### config.mk
export PLATFORM = sky130hd
export DESIGN_NAME = mdr_in_word_splitter
export DESIGN_NICKNAME = d
export VERILOG_FILES = /design/src/rtl/mdr_in_word_splitter.sv
export SDC_FILE = /design/constraint.sdc
export NUM_CORES = 1
export LEC_CHECK = 0
export ABC_AREA = 1
export BUFFER_PORTS_ARGS = -buffer_cell sky130_fd_sc_hd__buf_2
export CAP_MARGIN = 20
export CORE_ASPECT_RATIO = 1.2
export CORE_MARGIN = 2
export CORE_UTILIZATION = 35
export CTS_BUF_LIST = sky130_fd_sc_hd__clkbuf_4 sky130_fd_sc_hd__clkbuf_8 sky130_fd_sc_hd__clkbuf_16
export CTS_CLUSTER_SIZE = 25
export DETAILED_ROUTE_END_ITERATION = 6
export GPL_TIMING_DRIVEN = 0
export PLACE_DENSITY = 0.62
export SKIP_LAST_GASP = 1
export SLEW_MARGIN = 10
export SYNTH_ARGS = -nofsm -noshare
export SYNTH_HDL_FRONTEND = slang
export SYNTH_SLANG_ARGS = --single-unit
### constraint.sdc
create_clock -name clk -period 3.35 [get_ports clk]
set_input_delay 0.1675 -clock clk [delete_from_list [all_inputs] [get_ports clk]]
set_output_delay 0.1675 -clock clk [all_outputs]
set_load 0.01 [all_outputs]
### src/rtl/mdr_in_word_splitter.sv
// Splits a 16-bit word into two byte writes (or issues one byte write) to a
// byte-wide memory, stalling on mem_ack and pulsing done when finished.
module mdr_in_word_splitter #(
    parameter bit HIGH_FIRST = 1'b1
) (
    input  logic        clk,
    input  logic        rst,
    input  logic        start,
    input  logic        byte_mode,
    input  logic [15:0] word_in,
    input  logic [15:0] addr_in,
    input  logic        mem_ack,
    output logic        mem_we,
    output logic [15:0] mem_addr,
    output logic [7:0]  mem_data,
    output logic        busy,
    output logic        done
);

    typedef enum logic [1:0] {
        IDLE   = 2'd0,
        FIRST  = 2'd1,
        SECOND = 2'd2,
        DONE   = 2'd3
    } state_t;

    state_t      state_q, state_d;
    logic [15:0] latchWord_q, latchWord_d;
    logic [15:0] latchAddr_q, latchAddr_d;
    logic        byteMode_q, byteMode_d;
    logic [15:0] heldAddr_q;
    logic [7:0]  heldData_q;
    logic [15:0] addrPlusOne;

    assign addrPlusOne = latchAddr_q + 16'd1;

    always_ff @(posedge clk or negedge rst) begin
        if (!rst) begin
            state_q     <= IDLE;
            latchWord_q <= 16'h0000;
            latchAddr_q <= 16'h0000;
            byteMode_q  <= 1'b0;
            heldAddr_q  <= 16'h0000;
            heldData_q  <= 8'h00;
        end else begin
            state_q     <= state_d;
            latchWord_q <= latchWord_d;
            latchAddr_q <= latchAddr_d;
            byteMode_q  <= byteMode_d;
            heldAddr_q  <= mem_addr;
            heldData_q  <= mem_data;
        end
    end

    always_comb begin
        state_d     = state_q;
        latchWord_d = latchWord_q;
        latchAddr_d = latchAddr_q;
        byteMode_d  = byteMode_q;
        case (state_q)
            IDLE: begin
                if (start) begin
                    latchWord_d = word_in;
                    latchAddr_d = addr_in;
                    byteMode_d  = byte_mode;
                    state_d     = byte_mode ? SECOND : FIRST;
                end
            end
            FIRST: begin
                if (mem_ack) begin
                    state_d = SECOND;
                end
            end
            SECOND: begin
                if (mem_ack) begin
                    state_d = DONE;
                end
            end
            DONE: begin
                state_d = IDLE;
            end
            default: begin
                state_d = IDLE;
            end
        endcase
    end

    // Address/data are live only while writing; otherwise they replay the
    // value of the previous cycle so the bus holds its last write.
    always_comb begin
        mem_we   = 1'b0;
        mem_addr = heldAddr_q;
        mem_data = heldData_q;
        case (state_q)
            FIRST: begin
                mem_we   = 1'b1;
                mem_addr = latchAddr_q;
                mem_data = HIGH_FIRST ? latchWord_q[15:8] : latchWord_q[7:0];
            end
            SECOND: begin
                mem_we = 1'b1;
                if (byteMode_q) begin
                    mem_addr = latchAddr_q;
                    mem_data = latchWord_q[7:0];
                end else begin
                    mem_addr = addrPlusOne;
                    mem_data = HIGH_FIRST ? latchWord_q[7:0] : latchWord_q[15:8];
                end
            end
            default: begin
                mem_we = 1'b0;
            end
        endcase
    end

    assign busy = (state_q != IDLE);
    assign done = (state_q == DONE);

endmodule

Word-level counts from Yosys, hierarchy flattened
Cells that the tools add are included.
{"block": "word_totals", "input_bits": 37, "output_inout_bits": 27, "reg_bits": 59, "word_cells": 27}
{"block": "op_classes", "n_mux": 9, "n_eq_ne": 6, "addsub": 1, "n_reduce_logical": 5}
{"operator": "one-hot mux 16 bit (2 select lines)", "n": 1}
{"operator": "adder 16 x 1 -> 16 bit (second input constant)", "n": 1}
{"operator": "two-way mux 16 bit", "n": 1}
{"operator": "one-hot mux 8 bit (2 select lines)", "n": 1}
{"operator": "two-way mux 2 bit", "n": 4}
{"operator": "one-hot mux 2 bit (4 select lines)", "n": 1}
{"operator": "!= test 2 bit (second input constant)", "n": 3}
{"operator": "equality test 2 bit (second input constant)", "n": 2}
{"operator": "AND reduction 3 bit", "n": 1}
{"operator": "equality test 2 x 1 -> 1 bit (second input constant)", "n": 1}
{"operator": "zero test 2 bit", "n": 1}
{"operator": "AND reduction 2 bit", "n": 1}
{"operator": "nonzero test 2 bit", "n": 1}
{"operator": "OR reduction 2 bit", "n": 1}
{"operator": "two-way mux 1 bit", "n": 1}

Logic depth before layout (Yosys ltp)
{"block": "depth", "depth_word": 3, "mapped_depth": 10, "ltp_nobuf": 10}

Worst setup path after synthesis
No wires, ideal clock.
{"block": "synth_path", "path_type": "register -> output", "from": "register state_q[0]", "to": "output mem_addr[2]", "path_buffers": 1, "t_required_ns": 3.182, "setup_slack_ns": 1.611, "stages_incl_launch_ff": 7, "t_arrival_ns": 1.572, "cell_sequence": "dfrtp_1 inv_1 ha_1 inv_2 buf_1 a21oi_1 a21oi_1"}
{"block": "synth_via", "elab_chain_len": 2, "word_cells_on_any_way": 3, "classes_between": "eq/ne (2); mux (1)"}
{"element": "start, declared", "line": "27", "text": "state_t state_q, state_d;"}
{"element": "start signal, assigned", "line": "46", "text": "state_q <= state_d;"}
{"element": "equality test 2 bit or equality test 2 x 1 -> 1 bit (tied branches)", "line": "94", "text": "case (state_q)"}
{"element": "one-hot mux 16 bit (2 select lines) *", "line": "94"}
{"element": "end, declared", "line": "14", "text": "output logic [15:0] mem_addr,"}
Mark *: on every way between the ends. The rest lies on a longest branch, timed or not.

Final worst setup path
{"block": "layout_path", "from": "register state_q[1]", "to": "output mem_addr[5]"}
Same word-level chain as after synthesis.

==> metrics.md <==
| Metric | Value |
|---|---|
| Status | complete, no violations |
| WL per Instance | around 15 µm |
| Root buf cell | clkbuf_8 |
| RSZ-0062 raised after global routing | no |
| Critical path's slowest cell | clkbuf_1 |
| Syn nets | 362 |
| Max VDD drop | 0.428 mV |
| GRT Util Overall | 0.182 |
| FILL cells | 805 |
| YS warnings | 0 |
| FP Rows | 36 |
| Syn Area/Cell | 8.99 µm² |
| Hold Path Class | primary input to flip-flop |
| Crit share post-route | 0.743 |
| Clock sinks | 59 |
| Post-route setup slack | around 0.86 ns |
| Crit path required time | ~3.2 ns |
| Post-Route WL | 7450 µm |
| Clock latency on the worst-skew pair | 0.34 ns |
| Leak | around 1.7 nW |
| Area growth syn-to-layout | 23.5% |
| Nets | 437 |
| Core area | 8060 µm² |
| Mapped Cells | 319 |
| Crit Path Category | flip-flop to output port |
| IO Pins | 64 |
| PostCTS Resize Cnt | 0 |
| Setup_tns | 0 ns |
| Crit path launch type | flip-flop |
| Avg Vias per Cell | 4.96 |
| Slew Limit Fails | 0 |
| GRT Max-Usage Layer | met2 |
| Max-cap viol count | 0 |
| Initial antenna violation count | 0 |
| Worst Path Buf+Inv | 3 |
| R2r startpoint | state_q[1] |
| Synth Cell Area | between 2000 and 3000 µm² |
| Count of final hold-check violations | 0 |
| Antenna cells | 0 |
| HPWL after DPL | 5130 µm |
| Remaining DRCs | 0 |
| CP peak stage delay | 0.51 ns |
| Die width | about 87 µm |
| CTS Buf Count | 9 |
| Worst-path fanout max | 10 |
| Hold wc startpoint | word_in[8] |
| Element type at the critical path end | output port |
| CTS tree | built |
| Crit path max-delay family | buffers and inverters |
| R2r setup slk | between 1 and 1.5 ns |
| Worst-path clk slew | 0.07 ns |
| Met3 GRT Util | 0.0452 |
| Cell area power density | 1220 nW/µm² |
| Util after Layout | 0.439 |
| Die Height | 103 µm |
| Reg2reg path depth | 5 |
| IO buf count | between 60 and 70 |
| RD Place Congestion | 0.862 |
| Most common cell after layout, fill and taps aside | buf_2 |
| Synthesized flop and latch total | 59 |
| Total design power | between 4 and 5 mW |
| Most frequent cells in the layout | buf_2, nand2_1, dfrtp_1, a21oi_1, nor2_1 |
| H-tree depth | 3 |
| Clock buffer depth | 2 |
| Met1 Track Usage GR | 0.216 |
| 1st-pass router iterations | 4 |
| Relative slew margins | 0.498 |
| Measured slew at the worst slew-check pin | roughly 0.75 ns |
| Netlist cell types | 28 |
| Pre-CTS WS | 1.21 ns |
| Post-CTS Setup Repair Bufs | 0 |
| WHS Endpoint | latchWord_q[8] |
| Die area | 8940 µm² |
| Grt ovf | 0 |
| Met2 Usage GRT | 0.301 |
| Setup violators final | 0 |
| Initial core utilization | 0.356 |
| DR iter-0 viols | 122 |
| Clock Skew | 0.00839 ns |
| Layout cell share with drive strength beyond 1 | 0.296 |
| Max Clock Freq | 402 MHz |
| Register area share after synthesis | 0.515 |
| Crit Reg-Reg Endpoint | heldAddr_q[5] |
| Worst Path Arrival | 2.32 ns |
| WHS | approximately 0.035 ns |
| Worst path cell trace | inv_1 > ha_1 > clkbuf_1 > o21ai_0 > o21ai_1 > buf_2 |
| Hold Crit Depth | 2 |
| Largest net degree at the start of global routing | 60 |
| Total vias in the final route | 2449 |
| DRT antenna net count | 0 |
| Number of global-route vias before repair | 2472 |
| Fin crit period | 2.49 ns |
| First-pass GRT wire length | around 12000 µm |
-- state kept, by name, indices dropped and copies added (netlist names) --
signal       count
heldData_q       8
latchAddr_q     16
latchWord_q     16
state_q          2
heldAddr_q      16
byteMode_q       1
-- area by class of cell --
| class | count | area (µm²) | share of cell area |
|---|---|---|---|
| inverters | 23 | 86.3 | 0.0244 |
| multi-input cells | 225 | 1250 | 0.353 |
| clock buffers | 11 | 151 | 0.0427 |
| plain buffers | 12 | 56.3 | 0.0159 |
| well taps | 95 | 119 | 0.0336 |
| clock inverters | 5 | 75.1 | 0.0212 |
| flip-flops and latches | 59 | 1480 | 0.417 |
| repair buffers | 64 | 328 | 0.0925 |
-- how the worst max path moves through the flow --
stage	slack, ns	start	cells after the start	end
6_report	0.86	state_q[1]	6	mem_addr[5]
5_1_grt	0.66	state_q[1]	6	mem_addr[5]
4_1_cts	0.83	state_q[0]	6	mem_addr[5]
3_5_place_dp	1.21	state_q[0]	6	mem_addr[5]
3_3_place_gp	1.24	state_q[0]	7	mem_addr[2]
2_1_floorplan	1.61	state_q[0]	6	mem_addr[2]
-- per-stage QoR --
step           cells  cell area, µm²
2_1_floorplan    319            2870
3_3_place_gp     477            3300
3_5_place_dp     477            3310
4_1_cts          494            3540
5_1_grt          494            3540
6_report         494            3540
-- cell usage after synthesis --
library cell | count | area (µm²)
nand2_1 | 59 | 221
mux2_1 | 7 | 78.8
a22oi_1 | 1 | 7.51
mux2_2 | 15 | 169
inv_1 | 20 | 75.1
o211ai_1 | 1 | 7.51
nor2_1 | 37 | 139
nor2_4 | 3 | 33.8
clkbuf_1 | 3 | 11.3
nand3_1 | 15 | 75.1
a21oi_1 | 50 | 250
o21ai_0 | 9 | 45.0
buf_1 | 2 | 7.51
inv_2 | 3 | 11.3
dfrtp_1 | 59 | 1480
o22ai_1 | 1 | 6.26
buf_2 | 6 | 30.0
nand3_2 | 2 | 20.0
nor3_4 | 1 | 16.3
buf_4 | 1 | 7.51
nand4_1 | 1 | 6.26
o21ai_1 | 5 | 25.0
nor3_1 | 2 | 10.0
nand2_2 | 5 | 31.3
nor2_2 | 3 | 18.8
ha_1 | 6 | 75.1
o21a_1 | 1 | 7.51
or2_1 | 1 | 6.26
-- timing repair --
action	in CTS	in global routing
endpoints found under the setup margin	0	0
hold buffers	1	0
endpoints found under the hold margin	59	0
-- power breakdown --
part	internal, mW	switching, mW
clock network	0.456	0.296
registers	1.08	0.223
logic	0.845	1.43
-- logic make-up after synthesis --
logic type	count (synthesis)	share of synthesized area
fa+ha+maj	6	0.0262
mux	22	0.0864
flops	59	0.515
buf+inv	35	0.0497
simple gates	129	0.201
compound gates	68	0.122
-- per-layer routing --
metal / vias up / share of wire
li1: 1201 / -
met4: 0 / 0.026
met3: 13 / 0.055
met1: 1161 / 0.42
met2: 74 / 0.50
met5: - / 0
Note: power is estimated with default switching activity, not from simulation.
